[config.mk]
export PLATFORM = sky130hd
export DESIGN_NAME = mmm_in_parser
export DESIGN_NICKNAME = d
export VERILOG_FILES = /design/src/rtl/mmm_in_parser.sv
export SDC_FILE = /design/constraint.sdc
export NUM_CORES = 1
export LEC_CHECK = 0
export BUFFER_PORTS_ARGS = -buffer_cell sky130_fd_sc_hd__buf_2
export CORE_MARGIN = 10
export CORE_UTILIZATION = 49
export CTS_CLUSTER_DIAMETER = 40
export DETAILED_ROUTE_END_ITERATION = 16
export PLACE_DENSITY = 0.75
export SETUP_SLACK_MARGIN = 0.1
export SLEW_MARGIN = 20
export SYNTH_ARGS = -nofsm -noshare
export SYNTH_HDL_FRONTEND = slang
export SYNTH_SLANG_ARGS = --single-unit
[constraint.sdc]
create_clock -name i_clk150 -period 3.89 [get_ports i_clk150]
set_clock_uncertainty 0.2 [all_clocks]
set_input_delay 0 -clock i_clk150 [delete_from_list [all_inputs] [get_ports i_clk150]]
set_output_delay 0 -clock i_clk150 [all_outputs]
set_load 0.005 [all_outputs]
[src/rtl/mmm_in_parser.sv]
// Host word stream parser: maxsize word, then per problem a vertex word and its adjacency words; writes matrix words one cycle after accept.
// Header valid one cycle after entering hold; want is state-decoded, so the host stalls in calc/hold and the engine stalls via i_prob_accept.
module mmm_in_parser #(
    parameter int MAX_VERTSBITS = 6,
    parameter int AW            = 2*MAX_VERTSBITS-4
) (
    input  logic                     i_clk150,
    input  logic                     i_reset,
    input  logic [31:0]              i_indata,
    input  logic                     i_indata_have,
    output logic                     o_indata_want,
    output logic [15:0]              o_init_maxsize,
    output logic                     o_init_valid,
    output logic                     o_mat_we,
    output logic [AW-1:0]            o_mat_addr,
    output logic [31:0]              o_mat_wdata,
    output logic                     o_prob_valid,
    input  logic                     i_prob_accept,
    output logic [MAX_VERTSBITS-1:0] o_prob_nverts,
    output logic                     o_prob_last,
    output logic [15:0]              o_prob_id,
    output logic                     o_overflow
);
    localparam int NW = 2*MAX_VERTSBITS+1;

    localparam logic [2:0] S_INIT   = 3'd0;
    localparam logic [2:0] S_NVERTS = 3'd1;
    localparam logic [2:0] S_CALC   = 3'd2;
    localparam logic [2:0] S_MATRIX = 3'd3;
    localparam logic [2:0] S_HOLD   = 3'd4;

    logic [2:0]               state_q, state_d;
    logic [15:0]              maxsize_q, maxsize_d;
    logic                     init_vld_q, init_vld_d;
    logic [MAX_VERTSBITS-1:0] nverts_q, nverts_d;
    logic                     last_q, last_d;
    logic [15:0]              prob_id_q, prob_id_d;
    logic                     overflow_q, overflow_d;
    logic [NW-1:0]            n_words_q, n_words_d;
    logic [AW-1:0]            word_cnt_q, word_cnt_d;
    logic                     mat_we_q, mat_we_d;
    logic [AW-1:0]            mat_addr_q, mat_addr_d;
    logic [31:0]              mat_wdata_q, mat_wdata_d;
    logic                     prob_vld_q, prob_vld_d;

    logic                     accept;
    logic [NW-1:0]            nn_sum;
    logic [NW-1:0]            n_words_calc;

    assign o_indata_want = (state_q == S_INIT) || (state_q == S_NVERTS) || (state_q == S_MATRIX);
    assign accept        = o_indata_want && i_indata_have;

    // Full-width square so n*n+31 cannot wrap before the divide by 32.
    assign nn_sum       = NW'(nverts_q) * NW'(nverts_q) + NW'(31);
    assign n_words_calc = nn_sum >> 5;

    always_comb begin
        state_d     = state_q;
        maxsize_d   = maxsize_q;
        init_vld_d  = 1'b0;
        nverts_d    = nverts_q;
        last_d      = last_q;
        prob_id_d   = prob_id_q;
        overflow_d  = overflow_q;
        n_words_d   = n_words_q;
        word_cnt_d  = word_cnt_q;
        mat_we_d    = 1'b0;
        mat_addr_d  = mat_addr_q;
        mat_wdata_d = mat_wdata_q;
        prob_vld_d  = prob_vld_q;
        case (state_q)
            S_INIT: begin
                if (accept) begin
                    maxsize_d  = i_indata[15:0];
                    init_vld_d = 1'b1;
                    prob_id_d  = '0;
                    state_d    = S_NVERTS;
                end
            end
            S_NVERTS: begin
                if (accept) begin
                    nverts_d = i_indata[MAX_VERTSBITS-1:0];
                    last_d   = i_indata[31];
                    if (|i_indata[30:MAX_VERTSBITS]) begin
                        overflow_d = 1'b1;
                    end
                    state_d = S_CALC;
                end
            end
            S_CALC: begin
                n_words_d  = n_words_calc;
                word_cnt_d = '0;
                state_d    = (n_words_calc != '0) ? S_MATRIX : S_HOLD;
            end
            S_MATRIX: begin
                if (accept) begin
                    mat_we_d    = 1'b1;
                    mat_addr_d  = word_cnt_q;
                    mat_wdata_d = i_indata;
                    word_cnt_d  = word_cnt_q + AW'(1);
                    if (NW'(word_cnt_q) + NW'(1) == n_words_q) begin
                        state_d = S_HOLD;
                    end
                end
            end
            S_HOLD: begin
                // Valid lags hold entry by a cycle; accept only counts once valid is visible.
                prob_vld_d = 1'b1;
                if (prob_vld_q && i_prob_accept) begin
                    prob_vld_d = 1'b0;
                    if (last_q) begin
                        state_d = S_INIT;
                    end else begin
                        prob_id_d = prob_id_q + 16'd1;
                        state_d   = S_NVERTS;
                    end
                end
            end
            default: state_d = S_INIT;
        endcase
    end

    always_ff @(posedge i_clk150 or posedge i_reset) begin
        if (i_reset) begin
            state_q     <= S_INIT;
            maxsize_q   <= '0;
            init_vld_q  <= 1'b0;
            nverts_q    <= '0;
            last_q      <= 1'b0;
            prob_id_q   <= '0;
            overflow_q  <= 1'b0;
            n_words_q   <= '0;
            word_cnt_q  <= '0;
            mat_we_q    <= 1'b0;
            mat_addr_q  <= '0;
            mat_wdata_q <= '0;
            prob_vld_q  <= 1'b0;
        end else begin
            state_q     <= state_d;
            maxsize_q   <= maxsize_d;
            init_vld_q  <= init_vld_d;
            nverts_q    <= nverts_d;
            last_q      <= last_d;
            prob_id_q   <= prob_id_d;
            overflow_q  <= overflow_d;
            n_words_q   <= n_words_d;
            word_cnt_q  <= word_cnt_d;
            mat_we_q    <= mat_we_d;
            mat_addr_q  <= mat_addr_d;
            mat_wdata_q <= mat_wdata_d;
            prob_vld_q  <= prob_vld_d;
        end
    end

    assign o_init_maxsize = maxsize_q;
    assign o_init_valid   = init_vld_q;
    assign o_mat_we       = mat_we_q;
    assign o_mat_addr     = mat_addr_q;
    assign o_mat_wdata    = mat_wdata_q;
    assign o_prob_valid   = prob_vld_q;
    assign o_prob_nverts  = nverts_q;
    assign o_prob_last    = last_q;
    assign o_prob_id      = prob_id_q;
    assign o_overflow     = overflow_q;
endmodule

* After elaboration in Yosys (flattened, before gate mapping)
Cells that the tools add are included. Widths: inputs -> output; s select.
Storage, ports and cells: input port bits 36, word-level logic and storage cells 63, bits in registers 102, output and inout port bits 84
Cells by class: muxes and demuxes 18, equality and inequality tests 11, multipliers 1, reductions and logical operators 16, $add $sub $neg 4
Operators with widths (count):
- $mux 16 | 3
- $pmux 16 s2 | 1
- $reduce_or 25->1 | 1
- $mux 3 | 6
- $add 16x1->16 const B | 1
- $pmux 8 s2 | 1
- $pmux 3 s5 | 1
- $add 12x5->13 const B | 1
- $reduce_bool 13->1 | 1
- $mul 6x6->12 | 1
- $ne 2x2->1 const B | 5
- $add 8x1->9 const B | 1
- $eq 9x8->1 | 1
- $add 8x1->8 const B | 1
- $mux 8 | 1
- $reduce_and 2->1 | 4
- $eq 3x2->1 const B | 2
- $mux 1 | 5
- $reduce_and 5->1 | 1
- $reduce_and 4->1 | 1
- $reduce_bool 2->1 | 2
- $eq 3x1->1 const B | 1
- $eq 3x3->1 const B | 1
- $logic_not 3->1 | 1
- other kinds (4) | 6

* Depth between registers and ports, before layout
depth after elaboration 6, mapped depth 18, depth with buffers taken out 16

* Worst setup path before layout
No wires, ideal clock.
kind flip-flop to flip-flop, start reg nverts_q[0], in the netlist o_prob_nverts[0], end reg n_words_q[6], clock period less this slack 4091 ps, path slack -201 ps, setup time 69 ps, required time 3621 ps, arrival time 3822 ps, path buffers 2, stages on the path, launching flop included 16, cells stage by stage dfrtp_1 > buf_6 > and2_1 > xnor2_1 > ha_1 > ha_1 > a21o_1 > fa_1 > ha_1 > ha_1 > clkbuf_1 > a211oi_1 > a211oi_1 > o21a_1 > or4_1 > nand3_1
Between the ends: cells in the longest elaborated chain, start to end 2
Ends and longest elaborated chain:
- from (decl) | RTL line 35 | logic [MAX_VERTSBITS-1:0] nverts_q, nverts_d;
- from (signal assigned) | RTL line 142 | nverts_q <= nverts_d;
- $mul 6x6->12 | RTL line 54 | assign nn_sum = NW'(nverts_q) * NW'(nverts_q) + NW'(31);
- $add 12x5->13 | RTL line 54
- to (signal assigned) | RTL line 146 | n_words_q <= n_words_d;
- to (decl) | RTL line 39 | logic [NW-1:0] n_words_q, n_words_d;
No other way between the ends. A chain may end at the register's enable or synchronous reset.

* Worst setup path after layout
start reg nverts_q[4], in the netlist o_prob_nverts[4], end reg n_words_q[6]
Same word-level chain as after synthesis.

==> parameters.txt <==
Parameter                              Value

Final layout
  Number of inserted filler cells in the final layout ... 887
  Area of the multi-input gates ... 0.002761 mm²
  Most common library cell in the layout ignoring fill and taps ... sky130_fd_sc_hd__nand2_1
  Final core occ ... 64.64%
  Number of cells in the finished layout apart from fillers ... 868
  Most frequent cells in the layout ... sky130_fd_sc_hd__nand2_1 (152), sky130_fd_sc_hd__buf_2 (119), sky130_fd_sc_hd__dfrtp_1 (100), sky130_fd_sc_hd__dlygate4sd3_1 (34), sky130_fd_sc_hd__nor2_1 (27)
  Sequential cell area ... 0.002555 mm²
  Design area ... 0.006945 mm²
  P&R area growth vs syn ... 30.12%
  Final Net Count ... 788
  Layout cells sized above 1 ... 32.14%

Logic synthesis
  Mean post-synth cell area ... 9.635 µm²
  Syn nets ... 622
  Flops & latches, synth ... 102
  Library cells used by synthesis ... 61
  Ys async rst share ... 100.0%
  Top FF cell, synth ... sky130_fd_sc_hd__dfrtp_1
  Number of enable-type register cells in the synthesized netlist ... 0
  Number of instances in the synthesized netlist ... 554
  Number of synthesis warnings ... 0
  Synthesized area ... 0.005338 mm²
  Proportion of synthesized chip area in sequential cells ... 47.82%

Critical path
  CP Max Fanout ... 4
  Worst reg-to-reg path cell count ... 14
  Critical register-to-register path endpoint ... n_words_q[6]
  Category of the most critical setup path ... register to register
  Critical Path Source ... o_prob_nverts[4]
  Category of the worst setup path capture point ... register
  Kind of launch point of the worst setup path ... register
  Worst setup endpoint ... n_words_q[6]
  CP required ... 3.99 ns
  Worst reg2reg path startpoint ... o_prob_nverts[4]
  Reg-to-reg setup timing slack ... 0.16 ns
  Data arrival time at the worst-slack endpoint ... 3.83 ns

GRT
  Antenna violations before repair ... 3
  First-pass GRT wire length ... 23720 µm
  GR Util All Layers ... 18.10%
  Largest net degree at the start of global routing ... 70
  Final global-route overflow total ... 0
  Number of global-route vias before repair ... 4740

Placement
  Number of input and output port buffers inserted ... 119
  Area after detailed placement ... 0.006197 mm²
  DP HPWL ... 10030 µm
  Placed cell count ... 809
  Weighted congestion at the end of routability-driven global placement ... 0.9072

Floorplanning
  Placeable core area ... 0.01075 mm²
  Ports placed on the boundary ... 120
  DIE AREA ... 0.01547 mm²
  Die height ... 124.4 µm
  Cell row count ... 38
  Initial standard-cell utilization of the core ... 49.67%
  Width of the die ... 124.4 µm

Route
  Post-DR wirelength/cell ... 16.38 µm
  Avg Vias per Cell ... 5.202
  ANT nets after route ... 0
  Count of routing violations after the opening detailed-route iteration ... 279
  Total Wirelength ... 14220 µm
  Number of remaining DRC errors ... 0
  Total number of vias ... 4515
  Detailed Routing Iterations Pass 1 ... 4

CTS
  Level count of the clock H-tree ... 3
  Clock transition at the registers of the reported paths ... 0.10 ns
  Longest Clk Path Bufs ... 2
  Number of buffers added by the clock tree synthesis step ... 9
  Clock latency of the later-clocked register in the worst-skew pair ... 0.37 ns
  Number of clock sinks ... 102
  Buffer cell driving the clock tree root ... sky130_fd_sc_hd__clkbuf_8
  TritonCTS clock tree ... built

Worst hold path
  Min-Delay Startpoint ... i_indata_have
  Path type of the worst min-delay path ... input port to register

STA
  Final sum of negative setup slack ... 0 ns
  Portion of the clock cycle consumed by the worst path in the final layout ... 95.96%
  Worst slew margin ... 41.67%
  Setup repair after global routing missed its margin ... yes
  Worst-case hold slack ... 0.04688 ns
  Final count of hold timing violations ... 0
  Worst-margin pin slew ... 0.8718 ns
  Minimum clock period ... 3.733 ns
  Final setup viols ... 0
  Highest attainable clock frequency ... 0.2679 GHz
  Number of pins exceeding their max-slew limit in the final report ... 0

Flow run
  Number of max-cap violations ... 0

Power
  Maximum ir drop on the vdd rail ... 0.0007355 V
  Power density of the placed cells ... 1055 mW/mm²
  Reported leakage power ... 3.481 nW

Status
  Outcome ... complete, no violations
[critical path, stage by stage, from the launching register on]
cell,delay [ns]
sky130_fd_sc_hd__dfrtp_2,0.43
sky130_fd_sc_hd__and2_4,0.17
sky130_fd_sc_hd__inv_2,0.05
sky130_fd_sc_hd__fa_1,0.41
sky130_fd_sc_hd__xnor2_1,0.15
sky130_fd_sc_hd__xnor2_1,0.23
sky130_fd_sc_hd__fa_2,0.49
sky130_fd_sc_hd__ha_4,0.29
sky130_fd_sc_hd__ha_4,0.20
sky130_fd_sc_hd__a21oi_2,0.14
sky130_fd_sc_hd__o2bb2ai_2,0.14
sky130_fd_sc_hd__a211oi_2,0.07
sky130_fd_sc_hd__o21a_1,0.20
sky130_fd_sc_hd__or4_1,0.40
sky130_fd_sc_hd__nand3_1,0.09
[Yosys cell counts, types with 2 or more instances]
master	number	area (µm²)
sky130_fd_sc_hd__o41ai_1	4	35.03
sky130_fd_sc_hd__dfrtp_1	102	2552
sky130_fd_sc_hd__nor2_1	27	101.4
sky130_fd_sc_hd__inv_1	28	105.1
sky130_fd_sc_hd__a211oi_1	3	22.52
sky130_fd_sc_hd__clkbuf_1	13	48.80
sky130_fd_sc_hd__o21bai_1	2	15.01
sky130_fd_sc_hd__o21ai_0	21	105.1
sky130_fd_sc_hd__clkbuf_2	2	10.01
sky130_fd_sc_hd__nor3_1	6	30.03
sky130_fd_sc_hd__o2111ai_1	2	17.52
sky130_fd_sc_hd__or4_1	3	22.52
sky130_fd_sc_hd__or3_1	3	18.77
sky130_fd_sc_hd__buf_2	5	25.02
sky130_fd_sc_hd__and3_1	3	18.77
sky130_fd_sc_hd__nor2b_1	2	12.51
sky130_fd_sc_hd__nand4_1	4	25.02
sky130_fd_sc_hd__xnor2_1	14	122.6
sky130_fd_sc_hd__a21oi_1	18	90.09
sky130_fd_sc_hd__nand3_1	12	60.06
sky130_fd_sc_hd__ha_1	24	300.3
sky130_fd_sc_hd__and2_1	10	62.56
sky130_fd_sc_hd__o31ai_1	6	45.04
sky130_fd_sc_hd__mux2_2	22	247.7
sky130_fd_sc_hd__o21a_1	2	15.01
sky130_fd_sc_hd__fa_1	8	160.2
sky130_fd_sc_hd__a21o_1	4	30.03
sky130_fd_sc_hd__nand2_1	152	570.6
sky130_fd_sc_hd__nor4_1	7	43.79
sky130_fd_sc_hd__xor2_1	14	122.6
[repair_timing]
item                                   CTS  global route
hold buffers                            34             0
pin swaps                               14             9
cloned                                   0             0
resized for setup                       13            15
buffers inserted                         3             3
endpoints found under the hold margin  126             0
setup endpoints to repair                6             6
[flip-flops by register name, indices dropped and copies added, names as in the netlist]
signal	cells
o_mat_addr	8
o_init_maxsize	16
o_init_valid	1
o_prob_last	1
o_overflow	1
o_mat_we	1
n_words_q	8
o_prob_valid	1
word_cnt_q	8
state_q	3
o_mat_wdata	32
o_prob_nverts	6
o_prob_id	16
[through the flow]
step / power (W) / setup WS (ns)
after floorplan: 0.004663 / 0.03553
after global placement: 0.005527 / 0.02218
after detailed placement: 0.005668 / -0.04652
after CTS: 0.007038 / 0.1148
after global routing: 0.007986 / -0.001552
final: 0.007326 / 0.1571
[report_power, final]
group	total (W)	leakage, nW	switching, W	internal, W
Clock	0.000703	0.102	0.000397	0.000306
Combinational	0.00493	2.08	0.00246	0.00247
Sequential	0.00169	1.30	0.000265	0.00143
Total	0.00733	3.48	0.00313	0.00420
[cell families (layout without fill, tap and decap cells)]
kind of cell / count (synthesis) / after routing / synth area share [%]
compound gates: 76 / 76 / 10.08
xor+xnor: 29 / 29 / 4.899
fa+ha+maj: 32 / 32 / 8.626
buf+inv: 52 / 223 / 4.032
flops: 102 / 102 / 47.82
mux: 22 / 22 / 4.641
other cells: 1 / 4 / 0.07026
simple gates: 240 / 240 / 19.83
[how the worst min path moves through the flow]
| stage | end | slack [ns] | depth (start not counted) |
|---|---|---|---|
| 2_1_floorplan | o_mat_wdata[0] | -0.09 | 2 |
| 3_3_place_gp | o_mat_wdata[26] | 0.006 | 3 |
| 3_5_place_dp | o_mat_wdata[25] | 0.02 | 3 |
| 4_1_cts | o_init_valid | 0.04 | 4 |
| 5_1_grt | o_init_valid | 0.05 | 4 |
| 6_report | o_init_valid | 0.05 | 4 |
[routing by layer]
layer | vias to the layer above | share of wire, % | wire length, µm | global-route usage, %
li1 | 2195 | - | - | -
met1 | 2165 | 40 | 5714 | 20.80
met2 | 127 | 50 | 7073 | 30.06
met3 | 28 | 7.8 | 1107 | 7.064
met4 | 0 | 2.2 | 319 | 6.237
met5 | - | 0 | 0 | 0
[layout make-up]
class                           instances  share of cell area, %
Antenna cell                            3                 0.1081
Clock buffer                            9                  1.783
Clock inverter                          7                  1.153
Inverter                               29                  1.603
Multi-Input combinational cell        400                  39.76
Sequential cell                       102                  36.79
Tap cell                              140                  2.522
Timing Repair Buffer                  178                  16.29
(Power assumes the default switching activity.)
